==> src/rtl/symbol_pack.sv <==
// Packs 7-bit symbols, four per 32-bit word, with packet framing and a sticky error flag.
// Bits [29:28] of each word hold the valid symbol count minus one.
module symbol_pack (
  input  logic        clk,
  input  logic        rst,
  input  logic        valid_in,
  input  logic        sop_in,
  input  logic        eop_in,
  input  logic [6:0]  data_in,
  output logic        ready_out,
  input  logic        ready_in,
  output logic        valid_out,
  output logic        sop_out,
  output logic        eop_out,
  output logic [31:0] data_out,
  output logic        err
);

  localparam int unsigned SYM_W  = 7;
  localparam int unsigned LANES  = 4;
  localparam int unsigned CNT_W  = 2;
  localparam int unsigned PART_W = SYM_W * (LANES - 1);
  localparam int unsigned LANE_W = SYM_W * LANES;

  typedef enum logic {IDLE, IN_PKT} state_t;

  state_t              state;
  logic [CNT_W-1:0]    lane_cnt;
  logic [PART_W-1:0]   part;
  logic                first_pend;

  logic                accept_c;
  logic                consume_c;
  logic                drop_c;
  logic                restart_c;
  logic                is_first_c;
  logic                complete_c;
  logic [CNT_W-1:0]    idx_c;
  logic [LANE_W-1:0]   lanes_c;
  logic [31:0]         word_c;

  // Output register is free, or is being drained this cycle.
  assign ready_out = !valid_out || ready_in;

  // Lane placement of the incoming symbol; a sop symbol always restarts at lane 0.
  always_comb begin
    accept_c   = valid_in && ready_out;
    consume_c  = valid_out && ready_in;
    drop_c     = accept_c && (state == IDLE) && !sop_in;
    restart_c  = accept_c && (state == IN_PKT) && sop_in;
    idx_c      = sop_in ? '0 : lane_cnt;
    is_first_c = sop_in || first_pend;
    complete_c = eop_in || (idx_c == CNT_W'(LANES - 1));
    lanes_c    = sop_in ? '0 : {SYM_W'(0), part};
    case (idx_c)
      2'd0:    lanes_c[6:0]   = data_in;
      2'd1:    lanes_c[13:7]  = data_in;
      2'd2:    lanes_c[20:14] = data_in;
      default: lanes_c[27:21] = data_in;
    endcase
    word_c = {2'b00, idx_c, lanes_c};
  end

  always_ff @(posedge clk) begin
    if (!rst) begin
      state      <= IDLE;
      lane_cnt   <= '0;
      part       <= '0;
      first_pend <= 1'b0;
      valid_out  <= 1'b0;
      sop_out    <= 1'b0;
      eop_out    <= 1'b0;
      data_out   <= '0;
      err        <= 1'b0;
    end else begin
      if (drop_c || restart_c)
        err <= 1'b1;
      if (consume_c)
        valid_out <= 1'b0;
      // A completing symbol reloads the output register, overriding the drain above.
      if (accept_c && !drop_c) begin
        if (complete_c) begin
          data_out   <= word_c;
          sop_out    <= is_first_c;
          eop_out    <= eop_in;
          valid_out  <= 1'b1;
          lane_cnt   <= '0;
          part       <= '0;
          first_pend <= 1'b0;
          state      <= eop_in ? IDLE : IN_PKT;
        end else begin
          part       <= lanes_c[PART_W-1:0];
          lane_cnt   <= idx_c + 1'b1;
          first_pend <= is_first_c;
          state      <= IN_PKT;
        end
      end
    end
  end

endmodule
==> config.mk <==
export PLATFORM = sky130hd
export DESIGN_NAME = symbol_pack
export DESIGN_NICKNAME = d
export VERILOG_FILES = /design/src/rtl/symbol_pack.sv
export SDC_FILE = /design/constraint.sdc
export NUM_CORES = 1
export LEC_CHECK = 0
export CORE_ASPECT_RATIO = 1.4
export CORE_MARGIN = 4
export CORE_UTILIZATION = 55
export CTS_CLUSTER_SIZE = 12
export DETAILED_ROUTE_END_ITERATION = 10
export PLACE_DENSITY_LB_ADDON = 0.3
export SLEW_MARGIN = 20
export SYNTH_ARGS = -nofsm -noshare
export SYNTH_HDL_FRONTEND = slang
export SYNTH_SLANG_ARGS = --single-unit
==> constraint.sdc <==
create_clock -name clk -period 6.1 [get_ports clk]
set_input_delay 0.915 -clock clk [delete_from_list [all_inputs] [get_ports clk]]
set_output_delay 0.915 -clock clk [all_outputs]
set_load 0.03 [all_outputs]
* Yosys cells after proc, flatten, opt, wreduce, memory -nomap -nowiden
Index checks and enable logic that the tools add are counted.
** Word-level totals
- Output and inout port bits :: 37
- Register bits :: 59
- Input port bits :: 13
** Operators by class
- Muxes and demuxes :: 14
- $add $sub $neg :: 1
- Reductions and logical operators :: 17
- Equality and inequality tests :: 3
- Bitwise logic cells :: 1
** Operator list (count)
- 21-bit 2-to-1 mux :: 2
- 7-bit 2-to-1 mux :: 4
- 1-bit logical AND :: 7
- 1-bit 2-to-1 mux :: 6
- 2-bit equality test, second input constant :: 2
- 1-bit logical OR :: 4
- 2-bit 2-to-1 mux :: 2
- 1-bit logical NOT :: 3
- 3-bit OR reduction :: 1
- 2-bit by 1-bit adder with 2-bit output, second input constant :: 1
- 2-bit by 1-bit equality test with 1-bit output, second input constant :: 1
- 2-bit logical NOT :: 1
- 2-bit AND reduction :: 1
- 1-bit inverter :: 1

* Depth between registers and ports, before layout
Gate-level depths: netlist of the first run.
- Depth after elaboration :: 8
- Mapped depth :: 11

* Worst setup path before layout of the first run
Ideal clock, no wire load.
- Kind :: in2reg
- From :: input sop_in
- To :: register data_out[12]
- Arrival time :: 2.555 ns
- Setup slack :: 3.429 ns
- Cell stages on the path :: 10
- Library setup time :: 0.116 ns
- Required time :: 5.984 ns
- Cell sequence :: buf_2 > buf_2 > nand2b_1 > inv_1 > ha_1 > o22a_1 > and3_4 > buf_6 > buf_6 > o211a_1
** On the way
- Elaborated cells between the ends (all ways) :: 11
- Classes of those cells :: 2 x eq/ne; 3 x mux; 6 x reduce/logical
** RTL lines
- start, declared :: RTL line 7 : input logic sop_in,
- 2-bit 2-to-1 mux * :: RTL line 51 : idx_c = sop_in ? '0 : lane_cnt;
- net idx_c[1] :: RTL line 38 : logic [CNT_W-1:0] idx_c;
- 2-bit equality test :: RTL line 53 : complete_c = eop_in || (idx_c == CNT_W'(LANES - 1));
- 1-bit logical OR :: RTL line 53
- 2-bit AND reduction (no line)
- end signal, assigned :: RTL line 83 : data_out <= word_c;
- end, declared :: RTL line 15 : output logic [31:0] data_out,
The timed path passes the listed nets; every way through them passes the cells marked *.
A chain may end at the register's enable or synchronous reset.

* Final worst setup path of the first run
- From :: input sop_in
- To :: register sop_out
** On the way
- Elaborated cells between the ends (all ways) :: 9
- Classes of those cells :: 1 x eq/ne; 1 x mux; 7 x reduce/logical
** RTL lines
- 2-bit 2-to-1 mux :: RTL line 51
- net idx_c[0] :: RTL line 38
- 2-bit equality test :: RTL line 53
- 1-bit logical OR :: RTL line 53
- 2-bit AND reduction (no line)
- end signal, assigned :: RTL line 84 : sop_out <= is_first_c;
- end, declared :: RTL line 13 : output logic sop_out,
The timed path passes the listed nets, and every way through them passes these cells.

==> impl_metrics.ini, run 1 <==
[status]
status = completed

[final_layout]
n_antenna_cell = 0
final_layout_size_suffix_gt1_share_pct = 5.72
regArea_um2 = 1180
fill_cells = 355
area_growth_syn_to_layout_pct = 24.2
multiInputGateArea_um2 = 1240
final_cells = 394
fin_nets = 345

[timing]
finalSetupTns_ps = 0
clock_skew_ps = 4.75
finalCritPeriodShare_pct = 61.5
hold_ws_ps = 448
fmax_mhz = 267
report.final.slew_viol_count = 0
fin_crit_ps = 3750
finalSetupViolCount = 0
tightest_slew_ps = 1050
rsz0062_at_grt = no
finalHoldViolCount = 0
slew-limit-headroom_pct = 29.7

[setup_path]
r2r_start = lane_cnt[0]$_SDFFE_PN0P_
path_max_fanout = 29
slowest_delay_ps = 960
cp.required_ps = 6310
cp.arrival_ps = 3960
cp_slowest_cell = clkdlybuf4s50_1
crit_path_end_kind = flip-flop
worstPathCellList = clkdlybuf4s50_1, nor2b_1, ha_1, o22a_1, nand3_1, nor3_1, nor3b_1
worstSetupStartpoint = sop_in
path_class = input port to flip-flop
start_kind = input port

[min_path]
hold_class = flip-flop to flip-flop
worstHoldStart = lane_cnt[0]$_SDFFE_PN0P_

[placed_design]
place_congestion = 0.816
port_buffers = 47
placed_cells_incl_taps = 378
place_hpwl_um = 3630

[route]
drcViolationCount = 0
ant_nets = 0
vias = 2206
drt-total-wl_um = 5760
drtIter0Drc = 172
drtPass1Iterations = 5
drt-vias-per-instance = 5.60
drt-wirelength-per-cell_um = 14.6

[grt]
met3_usage_pct = 6.92
overflow = 0
grt.busiest_layer = met2
grt_pass1_wl_um = 9560
track_usage_pct = 21.3
grt_pass1_vias = 2039
grt_antenna_before_repair = 0
gr-usage-met1_pct = 26.3
grt_max_degree = 69
use_met2_pct = 33.9

[cts]
htree_levels = 3
cts_root_buf = clkbuf_8
clk_pin_slew_ps = 60
clk_path_buf_depth = 2
cts_setup_buffers = 0
cts_made_buffers = 9
clock_latency_ps = 330
ctsResizeCount = 0
cts_tree = done
cts_sinks = 59
cts_hold_repair.buffers = 0

[die]
core_area_um2 = 4540
dieArea_um2 = 5870
die_w_um = 65.9
io_pins = 50
start_util_pct = 56.9
row_count = 29
die_h_um = 89.0

[logic_synthesis]
yosysSeqAreaShare_pct = 45.8
synth_top_cell_area_share_pct = 45.8
syn-instance-count = 296
syn_avg_cell_area_um2 = 8.72
synth.distinct_cells = 31
ys_warn_count = 0
synth.cell_area_um2 = 2580
yosys.area.top_type = dfxtp_1
synth_area_leaders = dfxtp_1 46%, nand3_1 7.4%, nand2_1 6.4%, o211a_1 5.4%, o21ai_0 4.5%
ys_ff_latch = 59

[pwr]
total_power_mw = 0.890
ir_drop_mv = 0.258
p_per_area_nw_per_um2 = 278
p_leak_nw = 1.23

[flow_run]
maxCapViolCount = 0
layout make-up:
class	count	share of cell area, %
flip-flops and latches	59	36.9
multi-input cells	207	38.7
clock buffers	11	4.72
clock inverters	5	2.34
inverters	3	0.351
repair buffers	47	14.6
well taps	62	2.42
registers in the layout (all words and copies together), names as in the netlist:
| name | cells |
|---|---|
| first_pend | 1 |
| eop_out | 1 |
| err | 1 |
| state | 1 |
| valid_out | 1 |
| sop_out | 1 |
| part | 21 |
| data_out | 30 |
| lane_cnt | 2 |
worst paths after layout:
kind	end	cells after the start	slack (ps)
min reg2reg	lane_cnt[0]$_SDFFE_PN0P_	2	450
max reg2reg	sop_out$_SDFFE_PN0P_	6	3820
max	sop_out$_SDFFE_PN0P_	7	2350
min	lane_cnt[0]$_SDFFE_PN0P_	2	450
cell usage in the layout, fill, tap and decap left out:
cell | Yosys | routed
or3_1 | 2 | 2
a21boi_1 | 2 | 2
o211ai_4 | 1 | 1
o31ai_1 | 14 | 14
clkdlybuf4s50_1 | 0 | 46
dfxtp_1 | 59 | 59
nor2b_1 | 2 | 2
o211a_1 | 14 | 14
buf_4 | 4 | 1
conb_1 | 1 | 2
nand3_1 | 38 | 38
a21boi_0 | 10 | 10
and3_4 | 1 | 1
clkinv_2 | 0 | 3
bufinv_16 | 0 | 2
nor3b_1 | 15 | 15
o211ai_1 | 1 | 1
a21oi_1 | 14 | 14
nor2_1 | 3 | 3
or4_1 | 1 | 1
nor3_1 | 1 | 1
clkbuf_8 | 0 | 11
nand2b_1 | 9 | 9
nand2_1 | 44 | 44
xnor2_1 | 1 | 1
ha_1 | 5 | 5
a31oi_1 | 3 | 3
o21ai_0 | 23 | 23
inv_1 | 3 | 3
o22a_1 | 1 | 1
cells in the mapped netlist:
cell and n:
inv_1 3, buf_4 4, o22a_1 1, or4_1 1, o21ai_0 23, xnor2_1 1, nand2b_1 9, buf_1 3
o31ai_1 14, or3_1 2, nor2_1 3, ha_1 5, nand3_1 38, a21boi_1 2, a21oi_1 14, o211ai_1 1
nor3_1 1, conb_1 1, buf_6 3, o211ai_4 1, dfxtp_1 59, clkbuf_2 1, nand2_1 44, o211a_1 14
buf_2 6, clkbuf_1 11, a31oi_1 3, and3_4 1, nor2b_1 2, nor3b_1 15, a21boi_0 10
report_power, final:
part | internal, mW | leakage [nW] | switching (mW)
combinational | 0.0331 | 0.635 | 0.0578
clock | 0.250 | 0.119 | 0.148
sequential | 0.396 | 0.478 | 0.00561
cell families (layout without fill, tap and decap cells):
| group | after synthesis | after routing | synth area share (%) |
|---|---|---|---|
| simple gates | 116 | 116 | 22.6 |
| flops | 59 | 59 | 45.8 |
| fa+ha+maj | 5 | 5 | 2.42 |
| xor+xnor | 1 | 1 | 0.340 |
| compound gates | 83 | 83 | 22.4 |
| other cells | 1 | 2 | 0.145 |
| buf+inv | 31 | 66 | 6.30 |
layer usage:
metal,share of wire (%),wire [um]
met1,45,2600
met2,47,2710
met5,0,0
met3,5.3,307
met4,2.5,142
critical path: cells and delay by family:
family          cells  cell delay, ps
simple gates        4            1580
fa+ha+maj           1             310
compound gates      1             180
buf+inv             1             960
through the flow:
step / worst slack [ps] / instance area (um^2) / util [%]
4_1_cts: 2350 / 3200 / 70.6
3_5_place_dp: 2010 / 2980 / 65.6
6_report: 2350 / 3200 / 70.6
3_3_place_gp: 2100 / 2980 / 65.6
2_1_floorplan: 3430 / 2580 / -
5_1_grt: 1990 / 3200 / 70.6
No activity file was read; power rests on OpenSTA's default activity.
==> inputs of run 2 (changes only) <==
--- a/config.mk
+++ b/config.mk
@@ -7,7 +7,7 @@
 export LEC_CHECK = 0
 export CORE_ASPECT_RATIO = 1.4
 export CORE_MARGIN = 4
-export CORE_UTILIZATION = 55
+export CORE_UTILIZATION = 51
 export CTS_CLUSTER_SIZE = 12
 export DETAILED_ROUTE_END_ITERATION = 10
 export PLACE_DENSITY_LB_ADDON = 0.3
==> constraint.sdc (replaced) <==
create_clock -name clk -period 3.7 [get_ports clk]
set_input_delay 0.555 -clock clk [delete_from_list [all_inputs] [get_ports clk]]
set_output_delay 0.555 -clock clk [all_outputs]
set_load 0.03 [all_outputs]
==> run 2 against run 1 <==
Net effect: first-iteration DRC count shrank 27%; largest cell class unchanged; via count shrank 2.3%; die area grew 7.0%; clock skew grew 1.5 ps; wire length shrank 1.1%; non-clock buffer count grew 4.
==> impl_metrics.ini, run 2 (same netlist as run 1, synthesis figures left out) <==
[status]
status = completed

[route]
drcViolationCount = 0
ant_nets = 0
drt-vias-per-instance = 5.42
drtIter0Drc = 125
drt-wirelength-per-cell_um = 14.3
vias = 2156
drtPass1Iterations = 4
drt-total-wl_um = 5690

[setup_path]
path_max_fanout = 9
path_delay_family = buffers and inverters
crit_path_end_kind = primary output
cp.arrival_ps = 2100
slowest_delay_ps = 760
cp.buffers_inverters = 2
path_class = input port to primary output
worstPathCellList = clkdlybuf4s50_1, nand2b_1, clkdlybuf4s50_1
r2r_setup_slack_ps = 1720
start_kind = input port
cp.required_ps = 3140
cp_common_cell = clkdlybuf4s50_1
cp_slowest_cell = clkdlybuf4s50_1

[timing]
tightest_slew_ps = 1040
finalHoldViolCount = 0
report.final.slew_viol_count = 0
fin_crit_ps = 2650
finalSetupViolCount = 0
rsz0062_at_grt = no
hold_ws_ps = 445
fmax_mhz = 377
slew-limit-headroom_pct = 30.3
finalSetupTns_ps = 0
clock_skew_ps = 6.24
finalCritPeriodShare_pct = 71.7

[grt]
grt.busiest_layer = met2
grt_pass1_vias = 1953
grt_max_degree = 68
use_met2_pct = 29.9
track_usage_pct = 19.6
overflow = 0
grt_pass1_wl_um = 9210
met3_usage_pct = 3.31
gr-usage-met1_pct = 24.9
grt_antenna_before_repair = 0

[min_path]
hold_class = flip-flop to flip-flop

[die]
io_pins = 50
die_h_um = 92.2
start_util_pct = 52.9
dieArea_um2 = 6280
core_area_um2 = 4880
row_count = 30
die_w_um = 68.1

[final_layout]
final_cells = 398
final_cell_mix = 59 x dfxtp_1, 46 x clkdlybuf4s50_1, 44 x nand2_1
multiInputGateArea_um2 = 1240
n_antenna_cell = 0
final_layout_size_suffix_gt1_share_pct = 5.99
area_growth_syn_to_layout_pct = 23.6
final_common_cell = dfxtp_1
fin_nets = 349
largest_registers = data_out: 30 flops, part: 21 flops, lane_cnt: 2 flops
largest_reg_flops = 30
fill_cells = 423
regArea_um2 = 1180
largest_register = data_out

[flow_run]
maxCapViolCount = 0

[cts]
htree_levels = 3
clk_path_buf_depth = 2
cts_tree = done
cts_hold_repair.buffers = 0
cts_setup_buffers = 0
clock_latency_ps = 350
clk_pin_slew_ps = 60
cts_sinks = 59
cts_root_buf = clkbuf_8
cts_made_buffers = 9
ctsResizeCount = 0

[placed_design]
place_congestion = 0.801
placed_cells_incl_taps = 384
place_hpwl_um = 3850
port_buffers = 47

[pwr]
ir_drop_mv = 0.264
p_leak_nw = 1.23
clockPowerShare_pct = 40.6
combinationalPowerShare_pct = 11.0
power.net_switching_mw = 0.340
p_per_area_nw_per_um2 = 429
swShare_pct = 24.8
internal_power_mw = 1.03
seq_power_share_pct = 48.3
total_power_mw = 1.37
## run 2: final cells by class
type | count | area share (%)
multi-input combinational | 207 | 38.9
sequential | 59 | 37.0
timing repair buffer | 51 | 15.5
clock buffer | 11 | 4.43
tap | 64 | 2.51
clock inverter | 3 | 1.26
inverter | 3 | 0.353
## run 2: path summary, 6_finish.rpt
| kind | from | to | cells past startpoint |
|---|---|---|---|
| max | ready_in | ready_out | 3 |
| min | lane_cnt[0]$_SDFFE_PN0P_ | lane_cnt[0]$_SDFFE_PN0P_ | 2 |
| min reg2reg | lane_cnt[0]$_SDFFE_PN0P_ | lane_cnt[0]$_SDFFE_PN0P_ | 2 |
| max reg2reg | lane_cnt[0]$_SDFFE_PN0P_ | data_out[10]$_SDFFE_PN0P_ | 7 |
## run 2: worst reg2reg max path: stages (launching register included)
cell and delay (ps):
dfxtp_1 320, nor2b_1 350, ha_1 300, o22a_1 180, nand3_1 250, buf_4 300, nand3_1 90, o21ai_0 90
## run 2: metrics by stage
stage | setup slack, ps | utilization, % | instance area [um^2]
6_report | 1050 | 65.4 | 3190
5_1_grt | 914 | 65.4 | 3190
4_1_cts | 1050 | 65.4 | 3190
3_5_place_dp | 824 | 61.6 | 3010
3_3_place_gp | 951 | 61.6 | 3010
2_1_floorplan | 1390 | - | 2580
## run 2: routing by layer
| layer | share of wire [%] | vias to the layer above |
|---|---|---|
| li1 | - | 1110 |
| met1 | 45 | 988 |
| met2 | 49 | 44 |
| met3 | 3.7 | 14 |
| met4 | 2.7 | 0 |
| met5 | 0 | - |
## run 2: power groups by stage
stage          combinational (mW)  clock [mW]  sequential, mW
4_1_cts                     0.152       0.568           0.662
5_1_grt                     0.163       0.591           0.663
6_report                    0.151       0.556           0.662
3_5_place_dp                0.151           0           0.676
2_1_floorplan              0.0775           0           0.698
3_3_place_gp                0.150           0           0.675
